File: config.mk
export PLATFORM = sky130hd
export DESIGN_NAME = led_pattern_gen_flat
export DESIGN_NICKNAME = d
export VERILOG_FILES = /design/src/rtl/led_pattern_gen_if.sv /design/src/rtl/led_pattern_gen.sv /design/src/flat_wrapper.sv
export SDC_FILE = /design/constraint.sdc
export NUM_CORES = 1
export LEC_CHECK = 0
export ABC_AREA = 0
export CAP_MARGIN = 20
export CORE_UTILIZATION = 41
export CTS_CLUSTER_SIZE = 25
export DETAILED_ROUTE_END_ITERATION = 10
export HOLD_SLACK_MARGIN = 0.03
export PLACE_DENSITY = 0.67
export SLEW_MARGIN = 20
export SYNTH_ARGS = -nofsm -noshare
export SYNTH_HDL_FRONTEND = slang
export SYNTH_SLANG_ARGS = --single-unit
File: constraint.sdc
create_clock -name clk -period 2.95 [get_ports clk]
set_input_delay 0.4425 -clock clk [delete_from_list [all_inputs] [get_ports clk]]
set_output_delay 0.4425 -clock clk [all_outputs]
set_load 0.05 [all_outputs]
File: src/rtl/led_pattern_gen_if.sv
// Control and LED-drive bundle for led_pattern_gen.
// The master modport is the controller side; the slave modport is the generator side.
interface led_pattern_gen_if #(
  parameter int LED_WIDTH = 32
);
  logic [1:0]           mode;
  logic                 pause;
  logic [LED_WIDTH-1:0] led;
  logic                 step_tick;
  logic [1:0]           active_mode;

  modport master (
    output mode,
    output pause,
    input  led,
    input  step_tick,
    input  active_mode
  );

  modport slave (
    input  mode,
    input  pause,
    output led,
    output step_tick,
    output active_mode
  );
endinterface

File: src/rtl/led_pattern_gen.sv
// LED pattern generator: binary, gray, bouncing scan and PWM breathing patterns,
// advanced once per prescaler wrap. The requested mode is only sampled on a step.
module led_pattern_gen #(
  parameter int LED_WIDTH      = 32,
  parameter int PRESCALE_WIDTH = 24,
  parameter int PWM_BITS       = 8
) (
  input  logic             clk,
  input  logic             rst,
  led_pattern_gen_if.slave bus
);

  typedef enum logic [1:0] {
    MODE_BIN     = 2'd0,
    MODE_GRAY    = 2'd1,
    MODE_SCAN    = 2'd2,
    MODE_BREATHE = 2'd3
  } mode_e;

  localparam int                  POS_W    = $clog2(LED_WIDTH);
  localparam logic [POS_W-1:0]    POS_MAX  = POS_W'(LED_WIDTH - 1);
  localparam logic [PWM_BITS-1:0] DUTY_MAX = '1;

  logic [PRESCALE_WIDTH-1:0] r_pre;
  logic [PWM_BITS-1:0]       r_pwm;
  logic [PWM_BITS-1:0]       r_duty;
  logic [PWM_BITS-1:0]       w_duty_nxt;
  logic                      r_falling;
  logic                      w_falling_nxt;
  logic [LED_WIDTH-1:0]      r_cnt;
  logic [LED_WIDTH-1:0]      w_cnt_nxt;
  logic [POS_W-1:0]          r_pos;
  logic [POS_W-1:0]          w_pos_nxt;
  logic                      r_dir_down;
  logic                      w_dir_down_nxt;
  mode_e                     r_mode;
  mode_e                     w_mode_nxt;
  mode_e                     w_req_mode;
  logic                      r_step_tick;
  logic                      w_tick;
  logic [LED_WIDTH-1:0]      w_led;

  function automatic logic [LED_WIDTH-1:0] gray_enc(input logic [LED_WIDTH-1:0] b);
    return b ^ (b >> 1);
  endfunction

  assign w_req_mode = mode_e'(bus.mode);
  assign w_tick     = (&r_pre) & ~bus.pause;

  // Next pattern state: a mode change on a step reinitialises instead of advancing
  always_comb begin
    w_mode_nxt     = r_mode;
    w_cnt_nxt      = r_cnt;
    w_pos_nxt      = r_pos;
    w_dir_down_nxt = r_dir_down;
    w_duty_nxt     = r_duty;
    w_falling_nxt  = r_falling;
    if (w_tick) begin
      if (w_req_mode != r_mode) begin
        w_mode_nxt     = w_req_mode;
        w_cnt_nxt      = '0;
        w_pos_nxt      = '0;
        w_dir_down_nxt = 1'b0;
        w_duty_nxt     = '0;
        w_falling_nxt  = 1'b0;
      end else begin
        unique case (r_mode)
          MODE_BIN, MODE_GRAY: begin
            w_cnt_nxt = r_cnt + LED_WIDTH'(1);
          end
          MODE_SCAN: begin
            if (!r_dir_down) begin
              if (r_pos == POS_MAX) begin
                w_dir_down_nxt = 1'b1;
                w_pos_nxt      = r_pos - POS_W'(1);
              end else begin
                w_pos_nxt = r_pos + POS_W'(1);
              end
            end else begin
              if (r_pos == '0) begin
                w_dir_down_nxt = 1'b0;
                w_pos_nxt      = POS_W'(1);
              end else begin
                w_pos_nxt = r_pos - POS_W'(1);
              end
            end
          end
          MODE_BREATHE: begin
            if (!r_falling) begin
              if (r_duty == DUTY_MAX) begin
                w_falling_nxt = 1'b1;
                w_duty_nxt    = r_duty - PWM_BITS'(1);
              end else begin
                w_duty_nxt = r_duty + PWM_BITS'(1);
              end
            end else begin
              if (r_duty == '0) begin
                w_falling_nxt = 1'b0;
                w_duty_nxt    = PWM_BITS'(1);
              end else begin
                w_duty_nxt = r_duty - PWM_BITS'(1);
              end
            end
          end
        endcase
      end
    end
  end

  always_ff @(posedge clk or negedge rst) begin
    if (!rst) begin
      r_pre       <= '0;
      r_pwm       <= '0;
      r_step_tick <= 1'b0;
      r_mode      <= MODE_BIN;
      r_cnt       <= '0;
      r_pos       <= '0;
      r_dir_down  <= 1'b0;
      r_duty      <= '0;
      r_falling   <= 1'b0;
    end else begin
      if (!bus.pause) begin
        r_pre <= r_pre + PRESCALE_WIDTH'(1);
      end
      r_pwm       <= r_pwm + PWM_BITS'(1);
      r_step_tick <= w_tick;
      r_mode      <= w_mode_nxt;
      r_cnt       <= w_cnt_nxt;
      r_pos       <= w_pos_nxt;
      r_dir_down  <= w_dir_down_nxt;
      r_duty      <= w_duty_nxt;
      r_falling   <= w_falling_nxt;
    end
  end

  // LED decode uses registered state only, so mode/pause never reach the pins combinationally
  always_comb begin
    w_led = '0;
    unique case (r_mode)
      MODE_BIN:     w_led = r_cnt;
      MODE_GRAY:    w_led = gray_enc(r_cnt);
      MODE_SCAN:    w_led = LED_WIDTH'(1) << r_pos;
      MODE_BREATHE: w_led = {LED_WIDTH{r_pwm < r_duty}};
    endcase
  end

  assign bus.led         = w_led;
  assign bus.step_tick   = r_step_tick;
  assign bus.active_mode = r_mode;

endmodule

File: src/flat_wrapper.sv
// flat-port wrapper written by rule: the top's interface ports become plain ports
module led_pattern_gen_flat 
#(
  parameter int LED_WIDTH      = 32,
  parameter int PRESCALE_WIDTH = 24,
  parameter int PWM_BITS       = 8
)
  (clk, rst, bus_mode, bus_pause, bus_led, bus_step_tick, bus_active_mode);
  led_pattern_gen_if #(.LED_WIDTH(LED_WIDTH)) bus_i ();
  input  logic clk;
  input  logic rst;
  input wire logic [$bits(bus_i.mode)-1:0] bus_mode;
  input wire logic [$bits(bus_i.pause)-1:0] bus_pause;
  output wire logic [$bits(bus_i.led)-1:0] bus_led;
  output wire logic [$bits(bus_i.step_tick)-1:0] bus_step_tick;
  output wire logic [$bits(bus_i.active_mode)-1:0] bus_active_mode;
  assign bus_i.mode = bus_mode;
  assign bus_i.pause = bus_pause;
  assign bus_led = bus_i.led;
  assign bus_step_tick = bus_i.step_tick;
  assign bus_active_mode = bus_i.active_mode;
  led_pattern_gen #(.LED_WIDTH(LED_WIDTH), .PRESCALE_WIDTH(PRESCALE_WIDTH), .PWM_BITS(PWM_BITS)) u_core (.clk(clk), .rst(rst), .bus(bus_i));
endmodule
-- Word level (Yosys, flattened, before mapping)
Index checks and enable logic that the tools add are counted.
- add/sub/neg operators: 7
- magnitude comparators: 1
- equality and inequality tests: 6
- shifts and indexed selects: 1
- multiplexer cells: 23
- bitwise logic cells: 3
- reduce and logical (&&, ||, !) cells: 12
- operator list (operator ; count):
    $pmux 32 s4 ; 1
    $mux 32 ; 2
    $mux 8 ; 5
    $add 32x1->32 const B ; 1
    $shl 1x5->32 const A ; 1
    $xor 32x31->32 ; 1
    $mux 5 ; 5
    $add 24x1->24 const B ; 1
    $reduce_and 24->1 ; 1
    $add 8x1->8 const B ; 2
    $mux 1 ; 10
    $eq 8x8->1 const B ; 1
    $logic_not 8->1 ; 1
    $lt 8x8->1 ; 1
    $reduce_and 2->1 ; 4
    $sub 8x1->8 const B ; 1
    $reduce_bool 2->1 ; 3
    $add 5x1->5 const B ; 1
    $eq 5x5->1 const B ; 1
    $logic_not 5->1 ; 1
    $sub 5x1->5 const B ; 1
    $eq 2x2->1 const B ; 2
    $eq 2x1->1 const B ; 1
    $logic_not 2->1 ; 1
    4 further kinds ; 4
- register bits: 82
- input bits: 5
- output and inout port bits: 35
- word-level logic and storage cells: 62

-- Logic depth before layout (Yosys ltp)
Gate-level depths: netlist (run 1).
- word-level depth: 5
- gate-level depth with buffers: 8
- depth with buffers taken out: 8

-- Least setup slack after synthesis (run 1)
Ideal clock, no wire load.
- kind: register to output
- start point: reg u_core.r_mode[0], in the netlist u_core.bus.active_mode[0]
- end point: out bus_led[0]
- arrival: 2578 ps
- required time: 2508 ps
- path slack: -70 ps
- cell stages (with the launch flop): 8
- path buffers: 2
- path through: dfrtp_1 -> clkbuf_1 -> nand3b_1 -> a221o_1 -> and2_1 -> a21o_1 -> clkbuf_1 -> a21oi_1
- cells in the longest elaborated chain, start to end: 2
- elaborated cells between the ends (all ways): 5
- classes of those cells: eq/ne (3); mux (1); reduce/logical (1)
- ends and longest elaborated chain (element ; line ; RTL):
    start: declaration ; led_pattern_gen.sv:36 ; mode_e r_mode;
    start signal: assignment ; led_pattern_gen.sv:127 ; r_mode <= w_mode_nxt;
    $eq 2x2->1, or another cell as far along ; led_pattern_gen.sv:139 ; unique case (r_mode)
    $pmux 32 s4 (*) ; led_pattern_gen.sv:139 ;
    end: declaration ; flat_wrapper.sv:14 ; output wire logic [$bits(bus_i.led)-1:0] bus_led;
Every way passes the cells marked *; elsewhere a longest branch is shown, timed or not.

-- Worst setup path after layout (run 1)
- start point: reg u_core.r_duty[5]
- end point: out bus_led[30]
- cells in the longest elaborated chain, start to end: 2
- ends and longest elaborated chain (element ; line ; RTL):
    start: declaration ; led_pattern_gen.sv:26 ; logic [PWM_BITS-1:0] r_duty;
    start signal: assignment ; led_pattern_gen.sv:131 ; r_duty <= w_duty_nxt;
    $lt 8x8->1 ; led_pattern_gen.sv:143 ; MODE_BREATHE: w_led = {LED_WIDTH{r_pwm < r_duty}};
    $pmux 32 s4 ; led_pattern_gen.sv:139 ;
No other way between the ends.

==> flow_summary_export.csv, run 1 <==
group,metric,value,unit
floorplanning,io_pins,40,
global_route,grt_pass1_wl,26.1,mm
timing,worstMarginPinSlew,709,ps
timing,setup_ws,65.4,ps
floorplanning,initial_core_util,42.4,%
synthesis,synth_fp_nets,683,
power,power.leakage,0.00316,uW
synthesis,synth_area,5660,um2
timing,period_needed,2880,ps
timing,maxSlewHeadroom,52.3,%
cts,clock_path_buffers,2,
detailed_routing,wl,15.7,mm
global_route,grt_pass1_vias,5188,
cts,cts_root_buf,"clkbuf_16",
setup_path,cp-end-kind,"output pin",
timing,slew_violations,0,
power,p_per_area,353,nW/um2
run,max_cap_viol_count,0,
cts,cts_buffers,9,
cts,path_clk_slew,70,ps
synthesis,synthMuxAreaShare,1.37,%
cells_and_area,drive_gt1_share,19.4,%
setup_path,rr_worst_depth,5,
timing,finalClockSkew,9.80,ps
synthesis,yosysUniqueCellTypes,64,
cells_and_area,n_fill_cell,1202,
detailed_routing,viasPerCell,6.08,
place,place_inst,832,
setup_path,required,2510,ps
synthesis,synth.most_common_cell,"dfrtp_1",
cts,htree_levels,3,
synthesis,synth_top_cells_by_count,"dfrtp_1 (82), a21oi_1 (63), nor2_1 (59)",
cells_and_area,finalNonFillerCells,857,
detailed_routing,first_pass_iters,5,
floorplanning,dieHeight,120,um
synthesis,syn_inst,628,
global_route,gr-total-overflow,0,
global_route,track_usage,23.1,%
synthesis,ys_top_cells_by_area,"dfrtp_1 (36%), ha_1 (11%), a21oi_1 (5.6%)",
detailed_routing,ant_nets,0,
setup_path,criticalPathCategory,"reg -> out",
synthesis,avgSynthCellArea,9.02,um2
place,hpwl,10.9,mm
synthesis,synth_edf_count,0,
synthesis,seq_area_frac_synth,36.2,%
global_route,antenna_found_initial,0,
worst_hold_path,hp-class,"in -> async",
synthesis,synth_compound_area_share,18.2,%
setup_path,reg2reg_slack,380,ps
place,place_congestion,0.915,
floorplanning,rows,42,
detailed_routing,wl_per_cell,18.4,um
synthesis,synth-seq-cells,82,
cells_and_area,area_delta_synth_final,25.9,%
cts,insertion_delay,350,ps
timing,hold_violations,0,
detailed_routing,drtIter0Drc,490,
timing,clock.fmax,347,MHz
detailed_routing,drc,0,
outcome,status,"complete, no violations",
timing,min_period_over_period,97.8,%
floorplanning,dieArea,14300,um2
place,numPortBuffers,39,
cells_and_area,fin_util,53.4,%
setup_path,path_max_fanout,5,
synthesis,synth_xor_xnor_area_share,6.34,%
synthesis,yosys.area.top_type,"dfrtp_1",
floorplanning,core,13300,um2
setup_path,cp-start-kind,"flop",
cells_and_area,finalNetCount,733,
cells_and_area,antenna_cells,0,
synthesis,async_flop_share,100,%
setup_path,critPathArrivalTime,2440,ps
power,irDropWorstVdd,485,uV
place,pre_cts_slack,122,ps
cts,cts_tree,"yes",
synthesis,yosys.area_share.simple,23.0,%
synthesis,synthAdderAreaFrac,11.0,%
timing,setup_viol,0,
synthesis,netlist.area_leader.share,36.2,%
cts,cts_sinks,82,
synthesis,ys_warn_count,0,
floorplanning,die_w,120,um
synthesis,synth_flop_cell,"dfrtp_1",
detailed_routing,vias,5208,
synthesis,synth_top_family_by_area,"simple AND/OR/NAND/NOR gates",
global_route,grt_max_degree,51,
## report_power, final
part / switching [uW] / internal [uW] / leakage, uW
logic: 72.0 / 58.3 / 0.00193
registers: 58.7 / 1170 / 0.00108
clock network: 470 / 690 / 0.000147
## registers in the layout (all words and copies together), names as in the netlist
register                cells
u_core.r_duty               8
u_core.r_pre               24
u_core.r_falling            1
u_core.bus.step_tick        1
u_core.r_pos                5
u_core.r_pwm                8
u_core.r_dir_down           1
u_core.r_cnt               32
u_core.bus.active_mode      2
## stage by stage
step           setup TNS, ps  power (uW)  hold WS (ps)  cell area [um2]
2_1_floorplan          -1410        1310           147             5690
3_3_place_gp               0        1360           464             6520
3_5_place_dp               0        1380           484             6520
4_1_cts                -10.3        2540           155             7000
5_1_grt                -8.45        2600           178             7130
6_report                   0        2520           129             7130
## critical path, cell delays in order, from the launching register on
cell,delay [ps]
dfrtp_2,410
inv_2,60
ha_1,220
and3_4,180
a221o_1,330
and2_4,150
a21o_4,210
clkbuf_16,180
a21oi_4,190
buf_12,160
## per-layer routing
| metal | vias up | part of all wire (%) | global-route usage, % |
|---|---|---|---|
| li1 | 2429 | - | - |
| met5 | - | 0 | 0 |
| met2 | 197 | 48 | 37.8 |
| met4 | 0 | 2.3 | 8.75 |
| met1 | 2551 | 43 | 29.4 |
| met3 | 31 | 6.4 | 5.75 |
## cell usage in the layout (no fill, tap or decap), drive strengths merged, types with 6 or more instances in the layout
| cell | Yosys | layout |
|---|---|---|
| ha | 50 | 50 |
| o31ai | 10 | 10 |
| mux2 | 6 | 6 |
| nand2 | 41 | 41 |
| a32oi | 9 | 9 |
| or3 | 15 | 15 |
| and4 | 9 | 9 |
| or4 | 11 | 11 |
| inv | 25 | 25 |
| o21ai | 22 | 22 |
| a21oi | 63 | 63 |
| a31oi | 17 | 17 |
| nor3 | 7 | 7 |
| nand3 | 22 | 22 |
| clkdlybuf4s50 | 0 | 6 |
| xor2 | 14 | 14 |
| clkbuf | 21 | 12 |
| nor4 | 10 | 10 |
| nand4 | 19 | 19 |
| nor2 | 63 | 63 |
| and3 | 11 | 11 |
| xnor2 | 27 | 27 |
| buf | 6 | 59 |
| dfrtp | 82 | 82 |
## final cells by class
cell class / instances / area [um2] / area share, %
Tap cell: 176 / 220 / 3.09
Multi-Input combinational cell: 494 / 3610 / 50.6
Clock inverter: 3 / 40.0 / 0.562
Inverter: 25 / 93.8 / 1.32
Timing Repair Buffer: 66 / 856 / 12.0
Sequential cell: 82 / 2060 / 28.9
Clock buffer: 11 / 253 / 3.55
## final timing paths
path	from	endpoint
setup reg to reg	u_core.r_cnt[4]	u_core.r_cnt[27]
hold / removal	rst	u_core.r_cnt[7]
min in group clk	u_core.r_pre[10]	u_core.r_pre[10]
setup / recovery	u_core.r_duty[5]	bus_led[30]
max in group asynchronous	rst	u_core.r_duty[4]
hold reg to reg	u_core.r_pre[10]	u_core.r_pre[10]
## logic make-up (layout without fill, tap and decap cells)
kind of cell / count (synthesis) / in the layout
adders and majority gates: 50 / 50
AOI/OAI and AO/OA: 162 / 162
DFF: 82 / 82
and+or+nand+nor: 234 / 234
muxes: 7 / 7
buffers and inverters: 52 / 105
xor gates and xnor gates: 41 / 41
## timing repair
action	CTS	global route
setup buffers	5	4
setup endpoints to repair	32	32
pin swaps	0	5
hold buffers	0	0
resized for setup	33	15
cloned	0	2
No activity file was read; power rests on OpenSTA's default activity.
==> run 2: changes to the inputs <==
Settings changed: CAP_MARGIN 20 to 15.
Clock period 2.95 ns to 3.2 ns, I/O delays scaled along.
==> flow_summary_export.csv, run 2 (synthesis results as in run 1) <==
group,metric,value,unit
outcome,status,"complete, no violations",
place,numPortBuffers,39,
setup_path,crit_slowest_cell,"dfrtp_1",
timing,finalClockSkew,7.11,ps
cells_and_area,largest_reg_flops,32,
worst_hold_path,hp-class,"in -> async",
global_route,track_usage,22.0,%
floorplanning,dieHeight,120,um
global_route,grt_pass1_vias,5018,
global_route,grt_max_degree,83,
cts,path_clk_slew,60,ps
timing,slew_violations,0,
cts,cts_root_buf,"clkbuf_16",
place,place_inst,830,
floorplanning,initial_core_util,42.4,%
cells_and_area,finalNetCount,720,
global_route,busiest_layer,"met2",
cells_and_area,drive_gt1_share,16.3,%
floorplanning,io_pins,40,
power,pwr-share-comb,5.0,%
cells_and_area,reg_top3,"u_core.r_cnt: 32 flops, u_core.r_pre: 24 flops",
power,switching_share,23.7,%
setup_path,required,2720,ps
global_route,grt_pass1_wl,24.8,mm
timing,whs,155,ps
setup_path,r2r_start,"u_core.r_cnt[3]",
power,clkPwrFrac,45.8,%
setup_path,cp-end-kind,"output pin",
place,place_congestion,0.950,
cells_and_area,max_flop_register,"u_core.r_cnt",
floorplanning,core,13300,um2
timing,period_needed,3040,ps
run,max_cap_viol_count,0,
setup_path,cp_cell_sequence,"inv_1 > ha_1 > and3_1 > a221o_1 > and2_1 > a21o_4 > a21oi_2 > buf_12",
cts,cts_sinks,82,
power,p_switching,545,uW
power,seq_power_share,49.2,%
cts,htree_levels,3,
detailed_routing,drtIter0Drc,429,
cts,cts_buffers,9,
timing,worstMarginPinSlew,776,ps
setup_path,r2r_end,"u_core.r_cnt[29]",
setup_path,reg2reg_slack,660,ps
cts,clock_path_buffers,2,
power,p_per_area,334,nW/um2
detailed_routing,first_pass_iters,5,
power,irDropWorstVdd,338,uV
cells_and_area,finalNonFillerCells,846,
cells_and_area,mostFrequentLayoutCells,"dfrtp_1 (80), nor2_1 (59), ha_1 (50), a21oi_1 (42), nand2_1 (41)",
floorplanning,die_w,120,um
setup_path,criticalPathCategory,"reg -> out",
setup_path,rr_worst_depth,5,
timing,min_period_over_period,95.0,%
cts,hold_buffers,0,
detailed_routing,vias,5082,
timing,maxSlewHeadroom,48.3,%
power,internal-power,1750,uW
detailed_routing,wl_per_cell,17.5,um
floorplanning,dieArea,14300,um2
detailed_routing,viasPerCell,6.01,
cells_and_area,fin_util,51.5,%
timing,hold_violations,0,
setup_path,max_stage_delay,410,ps
timing,rsz0062_at_grt,"false",
cells_and_area,antenna_cells,0,
setup_path,cp-start-kind,"flop",
cts,post-cts-setup-buffer-count,0,
floorplanning,rows,42,
place,hpwl,10.7,mm
cells_and_area,area_delta_synth_final,21.4,%
cells_and_area,mostFrequentLayoutCell,"dfrtp_1",
cts,insertion_delay,350,ps
setup_path,critical-path-top-delay-family,"compound AO/OA/AOI/OAI gates",
timing,setup_viol,0,
detailed_routing,ant_nets,0,
global_route,gr-total-overflow,0,
cts,cts_tree,"yes",
global_route,antenna_found_initial,0,
global_route,grtUsageMet1,28.5,%
detailed_routing,drc,0,
cells_and_area,n_fill_cell,1255,
setup_path,critPathArrivalTime,2560,ps
global_route,use_met2,34.7,%
global_route,use_met3,4.61,%
setup_path,crit_buf_inv,2,
detailed_routing,wl,14.8,mm
timing,clock.fmax,329,MHz
power,power.leakage,0.00306,uW
setup_path,path_max_fanout,20,
-- run 2: cell count changes in the layout (fill, tap and decap cells not counted), moves of 6 or more --
cell and delta:
a31oi_2 -6, a31oi_1 +6, a21oi_2 +13, a21oi_4 -10
buf_4 -9
-- run 2: worst max path at each step --
| stage | startpoint | endpoint | slack [ps] | depth (start not counted) |
|---|---|---|---|---|
| after floorplan | u_core.bus.active_mode[0] | bus_led[0] | 140 | 7 |
| after global placement | u_core.r_duty[6] | bus_led[0] | 310 | 8 |
| after detailed placement | u_core.r_duty[6] | bus_led[0] | 230 | 8 |
| after CTS | u_core.r_duty[6] | bus_led[28] | -9 | 8 |
| after global routing | u_core.r_duty[6] | bus_led[1] | 10 | 8 |
| final | u_core.r_duty[7] | bus_led[20] | 160 | 8 |
-- run 2: per-stage QoR --
| step | total power, uW | setup WS (ps) | instance area, um2 | TNS, ps |
|---|---|---|---|---|
| 2_1_floorplan | 1210 | 142 | 5660 | 0 |
| 3_3_place_gp | 1250 | 306 | 6490 | 0 |
| 6_report | 2300 | 161 | 6880 | 0 |
| 5_1_grt | 2390 | 9.56 | 6880 | 0 |
| 3_5_place_dp | 1270 | 230 | 6490 | 0 |
| 4_1_cts | 2330 | -9.16 | 6800 | -16.5 |
-- run 2: repair_timing --
action | in CTS | in global routing
setup endpoints to repair | 20 | 24
gates cloned | 0 | 0
gates resized for setup | 4 | 22
-- run 2: routing by layer --
metal  vias up  part of all wire [%]
met3        41                   6.4
met4         0                   3.4
li1       2413                     -
met2       198                    47
met1      2430                    43
met5         -                     0
-- run 2: power groups by stage --
stage	registers, uW	logic, uW	clock network [uW]
floorplan	1140	70.0	0
global placement	1140	108	0
detailed placement	1150	119	0
CTS	1130	117	1080
global route	1140	132	1120
finish	1130	114	1050
-- run 2: layout make-up --
type	instances	area, um2	area share (%)
multi-input cells	494	3480	50.6
flip-flops and latches	82	2050	29.9
repair buffers	53	729	10.6
clock buffers	11	243	3.53
well taps	176	220	3.20
inverters	25	93.8	1.36
clock inverters	5	53.8	0.782
